===== config.mk =====
export PLATFORM = sky130hd
export DESIGN_NAME = interconn_recv_buffer
export DESIGN_NICKNAME = d
export VERILOG_FILES = /design/src/rtl/interconn_recv_buffer.sv
export SDC_FILE = /design/constraint.sdc
export NUM_CORES = 1
export LEC_CHECK = 0
export CORE_AREA = 2 2 177 179
export CTS_BUF_LIST = sky130_fd_sc_hd__clkbuf_4
export DETAILED_ROUTE_END_ITERATION = 10
export DIE_AREA = 0 0 179 181
export DONT_BUFFER_PORTS = 1
export MAX_ROUTING_LAYER = met4
export PLACE_DENSITY_LB_ADDON = 0.12
export SKIP_CTS_REPAIR_TIMING = 1
export SYNTH_ARGS = -nofsm -noshare
export SYNTH_HDL_FRONTEND = slang
export SYNTH_SLANG_ARGS = --single-unit

===== constraint.sdc =====
create_clock -name clk -period 23 [get_ports clk]
set_input_delay 4.6 -clock clk [delete_from_list [all_inputs] [get_ports clk]]
set_output_delay 4.6 -clock clk [all_outputs]
set_load 0.01 [all_outputs]

===== src/rtl/interconn_recv_buffer.sv =====
// ----------------------------------------------------------------------------
// interconn_recv_buffer
//
// This is the receive endpoint of the priority interconnect for one MVU.
// Each interconnect output lane feeds one instance, and the instance feeds
// that MVU's memory arbiter.
//
// Beats from the interconnect cannot be back-pressured. The block queues
// them in a small FIFO of DEPTH entries. It then drains the FIFO into the
// MVU data-memory write port. The local MVU can stall that port with
// mem_stall.
//
// Error handling:
//   - A beat whose source field is not one-hot is dropped and raises src_err.
//   - A beat that arrives while the FIFO is full and nothing pops is dropped
//     and raises ovf.
//   - Both error bits are sticky. err_clr clears them; a new error on the
//     same edge wins over the clear.
//
// Optional build macro: INTERCONN_RECV_BYPASS_EN
//   When defined, a good beat that arrives while the FIFO is truly empty
//   and the port is not stalled goes straight to the output register.
//   This gives 1-cycle latency instead of 2.
//
// Ports:
//   clk        clock, rising edge
//   clr_n      asynchronous active-low reset
//   recv_en    beat valid from interconnect
//   recv_from  one-hot source MVU of the beat [N]
//   recv_addr  destination memory address [BADDR]
//   recv_word  data word [W]
//   mem_stall  local MVU owns the memory port; blocks the next write
//   mem_we     write strobe, one cycle per word
//   mem_addr   write address [BADDR]
//   mem_word   write data [W]
//   mem_from   one-hot source of the word being written [N]
//   count      FIFO occupancy [$clog2(DEPTH)+1]
//   ovf        sticky: beat dropped, FIFO full
//   src_err    sticky: beat dropped, recv_from not one-hot
//   err_clr    synchronous clear of ovf / src_err
// ----------------------------------------------------------------------------
module interconn_recv_buffer #(
  parameter int N     = 8,
  parameter int W     = 64,
  parameter int BADDR = 15,
  parameter int DEPTH = 4
) (
  input  logic                     clk,
  input  logic                     clr_n,
  input  logic                     recv_en,
  input  logic [N-1:0]             recv_from,
  input  logic [BADDR-1:0]         recv_addr,
  input  logic [W-1:0]             recv_word,
  input  logic                     mem_stall,
  output logic                     mem_we,
  output logic [BADDR-1:0]         mem_addr,
  output logic [W-1:0]             mem_word,
  output logic [N-1:0]             mem_from,
  output logic [$clog2(DEPTH):0]   count,
  output logic                     ovf,
  output logic                     src_err,
  input  logic                     err_clr
);

  localparam int PW = $clog2(DEPTH);

  // Pointers carry one extra wrap bit, so full and empty can be told apart.
  logic [PW:0]      r_wptr, r_rptr;
  logic [N-1:0]     r_from_q [DEPTH];
  logic [BADDR-1:0] r_addr_q [DEPTH];
  logic [W-1:0]     r_word_q [DEPTH];

  logic             r_we;
  logic [BADDR-1:0] r_addr;
  logic [W-1:0]     r_word;
  logic [N-1:0]     r_from;
  logic             r_ovf, r_src_err;

  logic             w_empty, w_full, w_onehot, w_good;
  logic             w_pop, w_byp, w_push, w_drop_ovf, w_drop_src;
  logic [PW-1:0]    w_widx, w_ridx;

  assign w_widx   = r_wptr[PW-1:0];
  assign w_ridx   = r_rptr[PW-1:0];
  assign w_empty  = (r_wptr == r_rptr);
  assign w_full   = (r_wptr[PW] != r_rptr[PW]) && (w_widx == w_ridx);
  assign w_onehot = $onehot(recv_from);
  assign w_good   = recv_en && w_onehot;

  assign w_pop    = !w_empty && !mem_stall;

`ifdef INTERCONN_RECV_BYPASS_EN
  // Only a truly empty FIFO qualifies. A FIFO whose last entry is popping
  // on this edge does not, because that entry must be written first.
  assign w_byp    = w_good && w_empty && !mem_stall;
`else
  assign w_byp    = 1'b0;
`endif

  // When full, a push is still accepted if the head pops on the same edge.
  // Write and read then hit the same slot. The read takes the old contents,
  // because both sides are non-blocking.
  assign w_push     = w_good && !w_byp && (!w_full || w_pop);
  assign w_drop_ovf = w_good && w_full && !w_pop;
  assign w_drop_src = recv_en && !w_onehot;

  // FIFO storage has no reset. The pointers alone decide which entries are
  // valid.
  always_ff @(posedge clk) begin
    if (w_push) begin
      r_from_q[w_widx] <= recv_from;
      r_addr_q[w_widx] <= recv_addr;
      r_word_q[w_widx] <= recv_word;
    end
  end

  always_ff @(posedge clk or negedge clr_n) begin
    if (!clr_n) begin
      r_wptr    <= '0;
      r_rptr    <= '0;
      r_we      <= 1'b0;
      r_addr    <= '0;
      r_word    <= '0;
      r_from    <= '0;
      r_ovf     <= 1'b0;
      r_src_err <= 1'b0;
    end else begin
      if (w_push) r_wptr <= r_wptr + 1'b1;
      if (w_pop)  r_rptr <= r_rptr + 1'b1;

      r_we <= w_pop || w_byp;
      // Output data holds its last value while no write is issued.
      if (w_pop) begin
        r_addr <= r_addr_q[w_ridx];
        r_word <= r_word_q[w_ridx];
        r_from <= r_from_q[w_ridx];
      end else if (w_byp) begin
        r_addr <= recv_addr;
        r_word <= recv_word;
        r_from <= recv_from;
      end

      // Sticky error bits; a new error on the clearing edge wins.
      r_ovf     <= (r_ovf     && !err_clr) || w_drop_ovf;
      r_src_err <= (r_src_err && !err_clr) || w_drop_src;
    end
  end

  assign mem_we   = r_we;
  assign mem_addr = r_addr;
  assign mem_word = r_word;
  assign mem_from = r_from;
  assign count    = r_wptr - r_rptr;
  assign ovf      = r_ovf;
  assign src_err  = r_src_err;

endmodule


-- Yosys cells after proc, flatten, opt, wreduce, memory -nomap -nowiden
Memory sizes are Yosys's and may differ from the RTL's. A register that Yosys moved wholly into a read port is not among the register bits.
Index checks and enable logic that the tools add are counted.
- memories: 3
- input bits: 92
- register bits: 9
- word-level logic and storage cells: 45
- bits in writable memories: 348
- output and inout port bits: 93
- muxes and demuxes: 2
- eq/ne operators: 4
- reductions and logical operators: 21
- add/subtract/negate cells: 10
- memories (name ; depth ; bits a word ; rd ports ; clocked after memory_dff ; wr ports ; line ; RTL):
    r_word_q ; 4 ; 64 ; 1 ; 1 ; 1 ; 71 ; logic [W-1:0] r_word_q [DEPTH];
    r_addr_q ; 4 ; 15 ; 1 ; 1 ; 1 ; 70 ; logic [BADDR-1:0] r_addr_q [DEPTH];
    r_from_q ; 4 ; 8 ; 1 ; 1 ; 1 ; 69 ; logic [N-1:0] r_from_q [DEPTH];
- operator list (cell ; number):
    logical AND 1 bit ; 9
    zero test 1 bit ; 9
    adder 1 x 1 -> 2 bit ; 4
    adder 2 x 2 -> 3 bit ; 2
    adder 3 x 1 -> 3 bit (second input constant) ; 2
    adder 3 x 3 -> 4 bit ; 1
    equality test 4 x 1 -> 1 bit (second input constant) ; 1
    equality test 3 bit ; 1
    logical OR 1 bit ; 3
    subtractor 3 bit ; 1
    equality test 2 bit ; 1
    2-to-1 mux 1 bit ; 2
    inequality test 1 bit ; 1

-- Depth between registers and ports, before layout
- word-level depth: 8
- gate-level depth with buffers: 12
- mapped depth without buffers: 12

-- Worst setup path after synthesis
Ideal clock, no wire load.
- path kind: input -> register
- from: in recv_from[0]
- to: mem r_addr_q[3][0] (enable)
- buffers on the path: 0
- path slack: 8816 ps
- data required time: 22339 ps
- arrival: 13523 ps
- setup time: 661 ps
- stages: 11
- cells stage by stage: inv_1 fa_1 fa_1 fa_1 inv_1 ha_1 inv_1 fa_1 o211a_1 o211ai_1 nor3b_1
- cells in the longest elaborated chain, start to end: 8
- RTL lines (item ; line ; RTL):
    start: declaration ; 51 ; input logic [N-1:0] recv_from,
    adder 1 x 1 -> 2 bit (implied by the code) ; 87 ; assign w_onehot = $onehot(recv_from);
    adder 2 x 2 -> 3 bit (implied by the code) ; 87 ;
    adder 3 x 3 -> 4 bit (implied by the code) ; 87 ;
    equality test 4 x 1 -> 1 bit ; 87 ;
    logical AND 1 bit ; 88 ; assign w_good = recv_en && w_onehot;
    logical AND 1 bit ; 103 ; assign w_push = w_good && !w_byp && (!w_full || w_pop);
    2-to-1 mux 1 bit ; 110 ; if (w_push) begin
    2-to-1 mux 1 bit (implied by the code) ; 112 ; r_addr_q[w_widx] <= recv_addr;
    end: declaration ; 70 ;
Every way passes these cells.

-- Worst setup path in the final report
- from: in recv_from[0]
- to: mem r_word_q[0][22] (enable)
- cells in the longest elaborated chain, start to end: 8
- RTL lines (item ; line ; RTL):
    adder 1 x 1 -> 2 bit (implied by the code) ; 87 ;
    adder 2 x 2 -> 3 bit (implied by the code) ; 87 ;
    adder 3 x 3 -> 4 bit (implied by the code) ; 87 ;
    equality test 4 x 1 -> 1 bit ; 87 ;
    logical AND 1 bit ; 88 ;
    logical AND 1 bit ; 103 ;
    2-to-1 mux 1 bit ; 110 ;
    2-to-1 mux 1 bit (implied by the code) ; 113 ; r_word_q[w_widx] <= recv_word;
    end: declaration ; 71 ;
Every way passes these cells.

==> out/qor.txt <==
Root buffer cell: clkbuf_4
Crit share post-route: 0.375
Worst EP arrival: 8930 ps
Worst path slowest cell: buf_4
Nets: 903
Largest net degree at the start of global routing: 97
CTS tree: yes
Max-slew violations: 0
Die width: 179 um
Worst slew pin tran: 1120 ps
Dominant cell type by area after synthesis: edfxtp_1
Tot Pwr: 2.25 mW
CP startpoint: recv_from[0]
Crit path capture type: register
Req. time, crit path: 23320 ps
P&R area growth vs syn: 10.8%
Top Usage Layer GRT: met2
Crit start category: input port
Clk buf depth: 3
Synth Register Bits: 444
Gr usage total: 0.200
Layout cells sized above 1: 0.399
CTS Buf Count: 106
Die ar.: 32400 sq um
Final WS setup: 14390 ps
Clock Skews: 71.8 ps
RePlAce Congestion: 0.738
Post-Syn Instances: 709
Worst IR Drop VDD: 65.5 uV
First-pass GRT wire length: 46500 um
Area after DPL: 16900 sq um
Most frequent cell after synthesis: edfxtp_1
Worst Setup EP: r_word_q[0][22]
# Max-Cap Violations: 0
Port bufs: 0
Post-Syn Area: 16600 sq um
GRT met1 Usage: 0.233
Kind of critical path: input port to register
DRT Pass-1 Iters: 4
Final core utilization: 0.605
Final hold violation count: 0
Min Tclk post-route: 8610 ps
Final setup TNS: 0 ps
Yosys cell types: 28
Initial detailed-routing violation count: 380
Fin area: 18400 sq um
Via count: 7098
Sequential fraction of the synthesis area: 0.776
Number of global-route vias before repair: 8101
Count of flip-flops with a built-in enable after synthesis: 348
Avg WL per Cell: 23.2 um
Final setup violation count: 0
Post-route ant nets: 0
R2R setup slack: 19280 ps
DP Worst Slack: 13610 ps
Ys Warns: 0
P_leak: 6.37 nW
I/O Pins: 185
Initial Utilization: 0.546
R2r worst-path depth: 6
Status: completed
Ys async rst share: 0.216
Via density per instance: 5.51
DP HPWL: 17300 um
RSZ-0062 raised after global routing: no
Top cell type's share of synthesized area: 0.631
Initial antenna violation count: 2
Reg2reg start: r_rptr[0]
DRC Markers: 0
Predominant post-synthesis flop cell: edfxtp_1
Die H: 181 um
Skew-Pair Late Insertion Delay: 760 ps
Max-slew headroom: 0.250
Gr ovfl total: 0
Max Freq: 0.116 GHz
PD cells: 122 nW/um^2
Synthesized area per cell: 23.4 sq um
Core footprint: 30300 sq um
GR Layer Usage met3: 0.0903
FF-to-FF End: r_word_q[0][22]
Synth area leaders: edfxtp_1 63%, dfrtp_1 15%, mux4_2 12%, mux2_2 4.7%, mux2_4 1.1%
Cells after DPL: 1084
Slowest stage delay, CP: 870 ps
Clk slew on worst S/H paths: 60 ps
Most used cell, CP: fa_1
Detailed Route WL: 29900 um
Type of the worst min-delay path: register to register
Max H-tree Level: 3
Routing usage on met2: 0.308
Critical path cell sequence: inv_1 > fa_1 > fa_1 > fa_1 > inv_1 > ha_1 > inv_1 > fa_1 > a211oi_1 > o211ai_1 > nor2_1 > and2_4 > buf_4
Synth top cells by count: 348 x edfxtp_1, 96 x dfrtp_1, 87 x mux4_2
CTS sink cnt: 444
Site row count: 64
Worst-path fanout max: 73
Hold Slack: 535 ps
Layout Cells excl Fill: 1289
Syn Nets: 816
==> kinds of logic (layout without fill, tap and decap cells) <==
logic type,after synthesis,count (layout),share of synthesized area
multiplexers,175,175,0.181
AO/OA/AOI/OAI,8,8,0.00332
XOR/XNOR,6,6,0.00363
buffers and inverters,51,231,0.0199
flip-flops,444,444,0.776
AND/OR/NAND/NOR,10,10,0.00302
other,0,4,0
adder cells (fa/ha/maj),15,15,0.0136
==> final cells by class <==
type                            instances  area (sq um)
Multi-Input combinational cell        214          3410
Inverter                               21          78.8
Tap cell                              396           495
Clock buffer                          163          1220
Fill cell                            2168         12000
Antenna cell                            4          10.0
Timing Repair Buffer                    9          67.6
Clock inverter                         38           210
Sequential cell                       444         12900
==> cells in the final DEF, fill, tap and decap left out, types with 3 or more instances in the layout <==
| cell type | Yosys | layout |
|---|---|---|
| ha_1 | 10 | 10 |
| mux2_1 | 7 | 7 |
| inv_1 | 21 | 21 |
| mux2_2 | 69 | 69 |
| mux4_2 | 87 | 87 |
| fa_1 | 5 | 5 |
| dfrtp_1 | 96 | 94 |
| o21ai_0 | 3 | 3 |
| mux2_4 | 12 | 12 |
| and2_4 | 0 | 3 |
| clkbuf_4 | 0 | 163 |
| nand2_1 | 3 | 3 |
| diode_2 | 0 | 4 |
| xnor2_1 | 3 | 3 |
| clkinv_1 | 0 | 31 |
| edfxtp_1 | 348 | 348 |
| buf_4 | 3 | 9 |
==> where the power goes <==
group          internal [mW]  switching, mW
registers              0.999          0.141
clock network          0.347          0.297
logic                  0.268          0.195
==> per-layer routing <==
metal | vias to the layer above | routed length, um | share of wire
met5 | - | 0 | 0
met2 | 221 | 15000 | 0.50
met3 | 41 | 2960 | 0.099
li1 | 3122 | - | -
met4 | 0 | 513 | 0.017
met1 | 3714 | 11500 | 0.38
==> worst min path at each step <==
stage | from | endpoint | slack (ps) | cells past startpoint
floorplan | r_rptr[2] | r_rptr[2] | 500 | 1
global placement | r_wptr[2] | r_wptr[2] | 510 | 1
detailed placement | r_wptr[2] | r_wptr[2] | 530 | 1
CTS | r_wptr[2] | r_wptr[2] | 540 | 1
global route | r_wptr[2] | r_wptr[2] | 560 | 1
finish | r_wptr[2] | r_wptr[2] | 530 | 1
==> sequential cells by signal, indices dropped and copies added, names as in the netlist, 3 cells and up <==
signal and cells:
mem_word 64, r_from_q 32, r_wptr 3, r_addr_q 60, r_rptr 3, mem_addr 15, r_word_q 256, mem_from 8
==> worst max-delay path, delay by kind of cell <==
kind | cells | cell delay (ps)
fa+ha+maj | 5 | 2030
buf+inv | 4 | 1030
simple gates | 2 | 720
compound gates | 2 | 450
No activity file was read; power rests on OpenSTA's default activity.
==> RTL change (same flow settings) <==
The parameter `W` goes from 64 to 72.
--- a/src/rtl/interconn_recv_buffer.sv
+++ b/src/rtl/interconn_recv_buffer.sv
@@ -41,7 +41,7 @@
 // ----------------------------------------------------------------------------
 module interconn_recv_buffer #(
   parameter int N     = 8,
-  parameter int W     = 64,
+  parameter int W     = 72,
   parameter int BADDR = 15,
   parameter int DEPTH = 4
 ) (
Ports: changed (resized mem_word and recv_word); port bits go from 185 to 201. The function was not compared with the original's and may differ.
==> RTL change against the original RTL <==
Wire length grew 7.7%. Global-route usage up 1.5 points. Final cell count rose by 6.1%. Area after synthesis increased by 11%. Worst setup slack worse by 34 ps. Combinational power up 27%. Power rose by 14%. Hold slack lost 4.0 ps. Sequential cell count is 40 higher. Register-to-register slack better by 50 ps. Cell area grew 11%. Critical path type unchanged. Largest cell class unchanged.
==> RTL change: results (changes against the original RTL) <==
Timing
  • Slew HR: 26.2% (+1.2 points)
  • Clock skew: 35.1 ps (-36.8 ps)
  • Slew Limit Fails: 0 (unchanged)

Setup path
  • WP data arrival: 9010 ps (+80 ps)
  • Crit path to: r_addr_q[1][7]
  • CP max stage cell: buf_4
  • Crit-path max cell delay: approximately 860 ps
  • Reg2Reg Depth: 7 (+1)
  • Reg2Reg Launch Point: r_rptr[1]
  • Max FO, Critical Path: 63 (-14%)
  • R2R setup slack: 19330 ps (+50 ps)

Placed design
  • Post-DP Area: 18700 sq um (+10%)
  • Dpl hpwl: 18600 um (+7.6%)
  • RePlAce Congestion: 0.759 (+2.8%)

Yosys
  • Number of flops mapped to enable cells by yosys: 380 (+9.2%)
  • Ys flop type: edfxtp_1
  • Asr flop ratio synth: 21.5% (-0.13 points)
  • Count of cell types in the netlist: 33 (+18%)
  • Sequential element share of the synthesized area: 75.9% (-1.7 points)
  • Top post-synthesis cells by area: edfxtp_1 62%, dfrtp_1 14%, mux4_2 11%
  • Ys Warns: 0 (unchanged)
  • Ranking of synthesized cells by instance count: 380 x edfxtp_1, 104 x dfrtp_1, 92 x mux4_2
  • Mapped Nets: 882 (+8.1%)

Route
  • Final wirelength: 32200 um (+7.7%)
  • Via count: 7764 (+9.4%)
  • 1st-iter DRT viols: 613 (+61%)

Clocking
  • TritonCTS buffer count: 118 (+11%)
  • Clock tree buffer depth: 3 (unchanged)
  • CTS root buf: clkbuf_4
  • Insertion delay to the later sink of the worst-skew pair: 780 ps (+20 ps)
  • Clock Pin Slew Worst Setup and Hold Paths: 60 ps (about the same)

Final layout
  • Max reg flops: 288 (+13%)
  • Biggest register: r_word_q
  • Share of layout cells above drive strength 1: 41.9% (+1.9 points)
  • Final net count: 979 (+8.4%)

GRT
  • Routing usage on met3: 8.86% (-0.17 points)
  • Initial antenna violation count: 1 (-1)
  • Number of global-route vias before repair: 8703 (+7.4%)
  • Largest net degree at the start of global routing: 105 (+8.2%)
  • Met2 Track Usage GR: 33.5% (+2.7 points)
  • Grt met1 use: 25.1% (+1.8 points)
  • First-pass GRT wire length: 49800 um (+7.0%)
  • Total track usage: 21.5% (+1.5 points)

Pwr
  • Max VDD drop: 0.0811 mV (+24%)
  • Static leakage: 7.31 nW (+15%)

Run status
  • Status: finished clean
[RTL change: changes by cell type in the layout (fill, tap and decap cells not counted), sizes merged, moves of 2 or more]
cell / before / now
diode: 4 / 1
mux4: 87 / 95
clkinv: 34 / 22
clkbuf: 163 / 200
mux2: 88 / 96
dfrtp: 96 / 104
edfxtp: 348 / 380
inv: 22 / 20
[RTL change: worst min-delay path by stage]
stage / startpoint / end / slack, ps / depth (start not counted)
floorplan: r_rptr[2] / r_rptr[2] / 490 / 1
global placement: r_wptr[2] / r_wptr[2] / 510 / 1
detailed placement: r_rptr[2] / r_rptr[2] / 520 / 1
CTS: r_rptr[2] / r_rptr[2] / 530 / 1
global route: r_rptr[2] / r_rptr[2] / 540 / 1
finish: r_rptr[2] / r_rptr[2] / 530 / 1
[RTL change: logic make-up (layout without fill, tap and decap cells)]
family	after synthesis	count (layout)	share of synthesized area (%)
simple gates	11	11	0.407
compound gates	8	8	0.292
mux	191	191	19.3
other cells	0	1	0
xor+xnor	6	6	0.325
fa+ha+maj	15	15	1.22
flops	484	484	75.9
buf+inv	52	255	2.52
[RTL change: final cells by class]
cell class / count / area (sq um)
antenna: 1 / 2.50
clock buffer: 200 / 1500
clock inverter: 26 / 159
fill: 1988 / 10000
inverter: 19 / 71.3
multi-input combinational: 231 / 4010
sequential: 484 / 14000
tap: 396 / 495
timing repair buffer: 10 / 75.1
[RTL change: metal layers]
metal  vias up  part of all wire (%)  routed length (um)
li1       3404                     -                   -
met1      4054                    38               12300
met2       264                    50               16200
met3        42                   9.8                3140
met4         0                   2.0                 630
met5         -                     0                   0
[RTL change: power breakdown]
part	switching [W]	leakage, nW	total, W	internal, W
registers	0.000151	4.64	0.00124	0.00109
logic	0.000236	1.68	0.000591	0.000355
clock network	0.000320	0.990	0.000733	0.000412
total	0.000707	7.31	0.00256	0.00186
[RTL change: stage by stage]
stage	setup WS [ps]	cells	total power (W)	utilization, %
3_5_place_dp	13570	1140	0.00186	61.5
4_1_cts	14370	1366	0.00261	67.0
5_1_grt	14080	1367	0.00270	67.0
6_report	14350	1367	0.00256	67.0
3_3_place_gp	13630	1140	0.00185	61.5
2_1_floorplan	10120	767	0.00177	-
